### config.mk
export PLATFORM = sky130hd
export DESIGN_NAME = decodificador_instrucao
export DESIGN_NICKNAME = d
export VERILOG_FILES = /design/src/rtl/decodificador_instrucao.sv
export SDC_FILE = /design/constraint.sdc
export NUM_CORES = 1
export LEC_CHECK = 0
export CORE_AREA = 2 2 56 68
export DETAILED_ROUTE_END_ITERATION = 7
export DIE_AREA = 0 0 58 70
export GPL_TIMING_DRIVEN = 0
export PLACE_DENSITY = 0.88
export RECOVER_POWER = 50
export SETUP_SLACK_MARGIN = 0.4
export SKIP_LAST_GASP = 1
export SYNTH_ARGS = -nofsm -noshare
export SYNTH_HDL_FRONTEND = slang
export SYNTH_SLANG_ARGS = --single-unit
export TNS_END_PERCENT = 30
### constraint.sdc
create_clock -name clk -period 1.91 [get_ports clk]
set_clock_uncertainty 0.1 [all_clocks]
set_input_delay 0.382 -clock clk [delete_from_list [all_inputs] [get_ports clk]]
set_output_delay 0.382 -clock clk [all_outputs]
set_load 0.05 [all_outputs]
### src/rtl/decodificador_instrucao.sv
// decodificador_instrucao
// This block holds the instruction register (RI), the N/Z flag registers, the
// RUN/HALT latch and the fetched-instruction counter for the 8-bit
// accumulator processor.
// All outputs are decoded from registers only, so no input reaches an output
// within the same cycle.
module decodificador_instrucao #(
    parameter int DATA_W = 8,
    parameter int CNT_W  = 16
) (
    input  logic              clk,
    input  logic              rst,
    input  logic              writeRI,
    input  logic [DATA_W-1:0] dataRDM,
    input  logic              writeN,
    input  logic              writeZ,
    input  logic [DATA_W-1:0] resultULA,
    input  logic              resume,
    output logic              sNOP,
    output logic              sSTA,
    output logic              sLDA,
    output logic              sADD,
    output logic              sSUB,
    output logic              sAND,
    output logic              sOR,
    output logic              sNOT,
    output logic              sJ,
    output logic              sJN,
    output logic              sJZ,
    output logic              sIN,
    output logic              sOUT,
    output logic              sSHR,
    output logic              sSHL,
    output logic              sHLT,
    output logic              sDIR,
    output logic              sIND,
    output logic              sIM,
    output logic              sSOP,
    output logic              sN,
    output logic              sZ,
    output logic              illegal,
    output logic              run,
    output logic              halted,
    output logic [CNT_W-1:0]  instrCount
);

    typedef enum logic {
        ST_RUN  = 1'b0,
        ST_HALT = 1'b1
    } state_t;

    typedef enum logic [3:0] {
        OP_NOP = 4'h0, OP_STA = 4'h1, OP_LDA = 4'h2, OP_ADD = 4'h3,
        OP_SUB = 4'h4, OP_AND = 4'h5, OP_OR  = 4'h6, OP_NOT = 4'h7,
        OP_J   = 4'h8, OP_JN  = 4'h9, OP_JZ  = 4'hA, OP_IN  = 4'hB,
        OP_OUT = 4'hC, OP_SHR = 4'hD, OP_SHL = 4'hE, OP_HLT = 4'hF
    } opcode_t;

    typedef enum logic [1:0] {
        MD_DIR = 2'b00,
        MD_IND = 2'b01,
        MD_IM  = 2'b10,
        MD_RSV = 2'b11
    } mode_t;

    state_t            r_state;
    state_t            w_state_next;
    logic [7:0]        r_ri;
    logic              r_n;
    logic              r_z;
    logic [CNT_W-1:0]  r_cnt;

    logic              w_running;
    logic              w_load;
    logic              w_resume;
    opcode_t           w_opcode;
    mode_t             w_mode;
    logic              w_no_operand;
    logic              w_reserved;
    logic              w_unused_ri_bits;

    // RI[3:2] carry no meaning in the instruction format.
    assign w_unused_ri_bits = ^r_ri[3:2];

    assign w_running = (r_state == ST_RUN);
    assign w_load    = w_running && writeRI;
    assign w_resume  = !w_running && resume;

    // State register: RUN/HALT latch.
    always_ff @(posedge clk or posedge rst) begin
        if (rst) begin
            r_state <= ST_RUN;
        end else begin
            r_state <= w_state_next;
        end
    end

    // Next state: halt on an accepted HLT load, leave only on resume.
    always_comb begin
        w_state_next = r_state;
        case (r_state)
            ST_RUN: begin
                if (writeRI && (dataRDM[7:4] == OP_HLT)) begin
                    w_state_next = ST_HALT;
                end
            end
            ST_HALT: begin
                if (resume) begin
                    w_state_next = ST_RUN;
                end
            end
            default: w_state_next = ST_RUN;
        endcase
    end

    // State outputs.
    always_comb begin
        run    = 1'b0;
        halted = 1'b0;
        case (r_state)
            ST_RUN:  run    = 1'b1;
            ST_HALT: halted = 1'b1;
            default: run    = 1'b1;
        endcase
    end

    // Instruction register: resume clears it so the HLT is not re-decoded.
    always_ff @(posedge clk or posedge rst) begin
        if (rst) begin
            r_ri <= '0;
        end else if (w_resume) begin
            r_ri <= '0;
        end else if (w_load) begin
            r_ri <= dataRDM[7:0];
        end
    end

    // Flag registers: independent enables, frozen while halted.
    always_ff @(posedge clk or posedge rst) begin
        if (rst) begin
            r_n <= 1'b0;
            r_z <= 1'b1;
        end else if (w_running) begin
            if (writeN) begin
                r_n <= resultULA[DATA_W-1];
            end
            if (writeZ) begin
                r_z <= (resultULA == '0);
            end
        end
    end

    // Fetched-instruction counter, wraps naturally at 2^CNT_W.
    always_ff @(posedge clk or posedge rst) begin
        if (rst) begin
            r_cnt <= '0;
        end else if (w_load) begin
            r_cnt <= r_cnt + CNT_W'(1);
        end
    end

    assign w_opcode = opcode_t'(r_ri[7:4]);
    assign w_mode   = mode_t'(r_ri[1:0]);

    // Operand-less opcodes take no addressing mode.
    always_comb begin
        w_no_operand = 1'b0;
        case (w_opcode)
            OP_NOP, OP_NOT, OP_SHR, OP_SHL, OP_HLT: w_no_operand = 1'b1;
            default:                                w_no_operand = 1'b0;
        endcase
    end

    assign w_reserved = !w_no_operand && (w_mode == MD_RSV);

    // Opcode strobes: a reserved encoding decodes as NOP to keep one-hot.
    always_comb begin
        sNOP = 1'b0; sSTA = 1'b0; sLDA = 1'b0; sADD = 1'b0;
        sSUB = 1'b0; sAND = 1'b0; sOR  = 1'b0; sNOT = 1'b0;
        sJ   = 1'b0; sJN  = 1'b0; sJZ  = 1'b0; sIN  = 1'b0;
        sOUT = 1'b0; sSHR = 1'b0; sSHL = 1'b0; sHLT = 1'b0;
        if (w_reserved) begin
            sNOP = 1'b1;
        end else begin
            case (w_opcode)
                OP_NOP: sNOP = 1'b1;
                OP_STA: sSTA = 1'b1;
                OP_LDA: sLDA = 1'b1;
                OP_ADD: sADD = 1'b1;
                OP_SUB: sSUB = 1'b1;
                OP_AND: sAND = 1'b1;
                OP_OR:  sOR  = 1'b1;
                OP_NOT: sNOT = 1'b1;
                OP_J:   sJ   = 1'b1;
                OP_JN:  sJN  = 1'b1;
                OP_JZ:  sJZ  = 1'b1;
                OP_IN:  sIN  = 1'b1;
                OP_OUT: sOUT = 1'b1;
                OP_SHR: sSHR = 1'b1;
                OP_SHL: sSHL = 1'b1;
                OP_HLT: sHLT = 1'b1;
                default: sNOP = 1'b1;
            endcase
        end
    end

    // Mode strobes: operand-less and reserved encodings both report SOP.
    always_comb begin
        sDIR = 1'b0;
        sIND = 1'b0;
        sIM  = 1'b0;
        sSOP = 1'b0;
        if (w_no_operand || w_reserved) begin
            sSOP = 1'b1;
        end else begin
            case (w_mode)
                MD_DIR:  sDIR = 1'b1;
                MD_IND:  sIND = 1'b1;
                MD_IM:   sIM  = 1'b1;
                default: sSOP = 1'b1;
            endcase
        end
    end

    assign illegal    = w_reserved;
    assign sN         = r_n;
    assign sZ         = r_z;
    assign instrCount = r_cnt;

endmodule

==> results.cfg <==
[run_status]
status = finished, violations left
violations = setup timing

[setup_path]
reg2reg_from = r_state
crit_path_start = r_ri[4]
critPathKind = flip-flop to output pin
worstSetupEndpointType = output pin
startpoint_type = flip-flop
crit_required_ps = 1430
crit_fanout = 5
arrival_ps = 1740
r2r_setup_slack_ps = 310

[die]
coreArea_sq_mm = 0.00348
chipWidth_microns = 58
die-area_sq_mm = 0.00406
fp.dieH_microns = 70
std_cell_rows = 24
num_io_pins = 63
start_util = 0.379

[run]
maxCapViolCount = 0

[logic_synthesis]
synth_nets = 154
synth-seq-cells = 25
syn_area_sq_mm = 0.00132
yosys_warnings = 0
synthTopCellsByArea = dfrtp_1, xor2_1, nor2_1
yosysTopAreaCell = dfrtp_1
synth_seq_area_share = 0.474
synthCells = 131
yosys.area.top_type_share = 0.455
post_synth.cell_area_avg_sq_um = 10.1
synth_top_flop_cell = dfrtp_1
synthArstFlopShare = 1.00
yosysUniqueCellTypes = 34
synth_edf_count = 0

[clock_network]
cts.path.max_buffers = 2
cts-htree-levels = 1
cts_tree = yes
clock_sink_count = 25
insertion_delay_ps = 260
numCtsBuffers = 3
cts.clk_slew.worst_paths_ps = 80
cts_root_buf = clkbuf_8
postCtsHoldBufs = 0

[power_and_ir_drop]
power_w = 0.00220
ir_worst_vdd_mv = 0.941
powerDensity_mw_per_mm2 = 932
p_leak_nw = 1.05

[global_route]
grt_pass1_wl_microns = 5930
grt_max_degree = 26
grt_use_total = 0.183
grt_pass1_vias = 1316
antenna_found_initial = 0
gr-total-overflow = 0

[layout]
nNetsFinal = 240
final_common_cell = clkdlybuf4s50_1
layout_common_cells = clkdlybuf4s50_1, buf_6, buf_4
drive_gt1_frac = 0.477
insertedDiodeCount = 0
synthToLayoutAreaGrowth_pct = 78.5

[sta]
tightest_slew_ps = 916
setup_ws_ps = -317
fmax_ghz = 0.449
rsz0062_at_grt = yes
hold_viol = 0
maxSlewHeadroom = 0.389
finalSetupTns_ps = -2760
setup_viol = 21
drv_slew = 0
min_period_over_period = 1.17
min_period_ps = 2230

[drt]
drt_iter0_markers = 34
routedWlPerCell_microns = 14.7
vias_per_cell = 5.15
drc_errors = 0
ant_nets = 0
drt_wl_total_microns = 3760
drt-pass1-iter-count = 4
dr_total_vias = 1313

[min_path]
min_path_type = flip-flop to flip-flop
hp-start = instrCount[15]

[placed_design]
dpl.hpwl_microns = 2490
pre_cts_slack_ps = -615
io_buffers = 60
gp_congestion = 0.829
metrics by stage:
step	std cells	hold WS [ps]	cell area, sq um	utilization
floorplan	131	308	1490	-
global placement	230	363	2140	0.615
detailed placement	230	381	2140	0.615
CTS	246	397	2330	0.668
global route	255	410	2360	0.677
finish	255	387	2360	0.677
final cells by class:
| class | instances | area (sq um) |
|---|---|---|
| plain buffers | 3 | 35.0 |
| clock buffers | 4 | 45.0 |
| fillers | 269 | 1120 |
| inverters | 4 | 16.3 |
| multi-input cells | 99 | 842 |
| flip-flops and latches | 25 | 647 |
| well taps | 39 | 48.8 |
| repair buffers | 81 | 724 |
worst max-delay path, cell delays in order, from the launching register on:
cell     delay (ps)
dfrtp_1         400
buf_8           140
o21ai_2         170
nand2_2          90
a22o_4          290
buf_4           150
nor2_4           70
buf_6           160
Yosys cell counts (all sizes together) (3+ instances only):
library cell / instances
nand4: 4
xnor2: 6
nand2: 14
nor3b: 3
nand3: 6
inv: 4
nor4: 3
nand2b: 3
a22o: 5
nor3: 7
o21ai: 3
nor2: 20
xor2: 9
dfrtp: 24
final timing paths:
kind	end	depth (start not counted)
max	illegal	7
min	instrCount[15]	1
max reg2reg	instrCount[9]	5
min reg2reg	instrCount[15]	1
max in group asynchronous	instrCount[0]	2
min in group asynchronous	sN	2
where the power goes:
part | total [W] | leakage (nW) | switching (W) | internal [W]
logic | 0.00110 | 0.728 | 0.000676 | 0.000423
registers | 0.000796 | 0.298 | 0.000157 | 0.000639
clock network | 0.000304 | 0.0228 | 0.000155 | 0.000149
layer usage:
| metal | part of all wire | track usage | vias up | routed length [microns] |
|---|---|---|---|---|
| met1 | 0.36 | 0.211 | 608 | 1360 |
| met3 | 0.055 | 0.0222 | 10 | 206 |
| met2 | 0.56 | 0.335 | 66 | 2090 |
| met4 | 0.026 | 0.0672 | 0 | 96 |
| met5 | 0 | 0 | - | 0 |
| li1 | - | - | 629 | - |
repair_timing:
| item | in CTS | in global routing |
|---|---|---|
| buffers inserted | 12 | 9 |
| resized for setup | 139 | 82 |
| pin swaps | 6 | 6 |
| gates cloned | 0 | 0 |
| setup endpoints to repair | 60 | 73 |
sequential cells by signal, summed over array words and instances, names as in the netlist:
register,flops
r_ri,6
r_state,1
instrCount,16
sN,1
sZ,1
logic make-up (layout without fill, tap and decap cells):
group,after synthesis,count (layout),synth area share
adder cells (fa/ha/maj),1,1,0.00947
AND/OR/NAND/NOR,66,66,0.292
flip-flops,25,25,0.474
buffers and inverters,7,92,0.0227
XOR/XNOR,15,15,0.0994
multiplexers,2,2,0.0161
AO/OA/AOI/OAI,15,15,0.0862
Note: power is estimated with default switching activity, not from simulation.
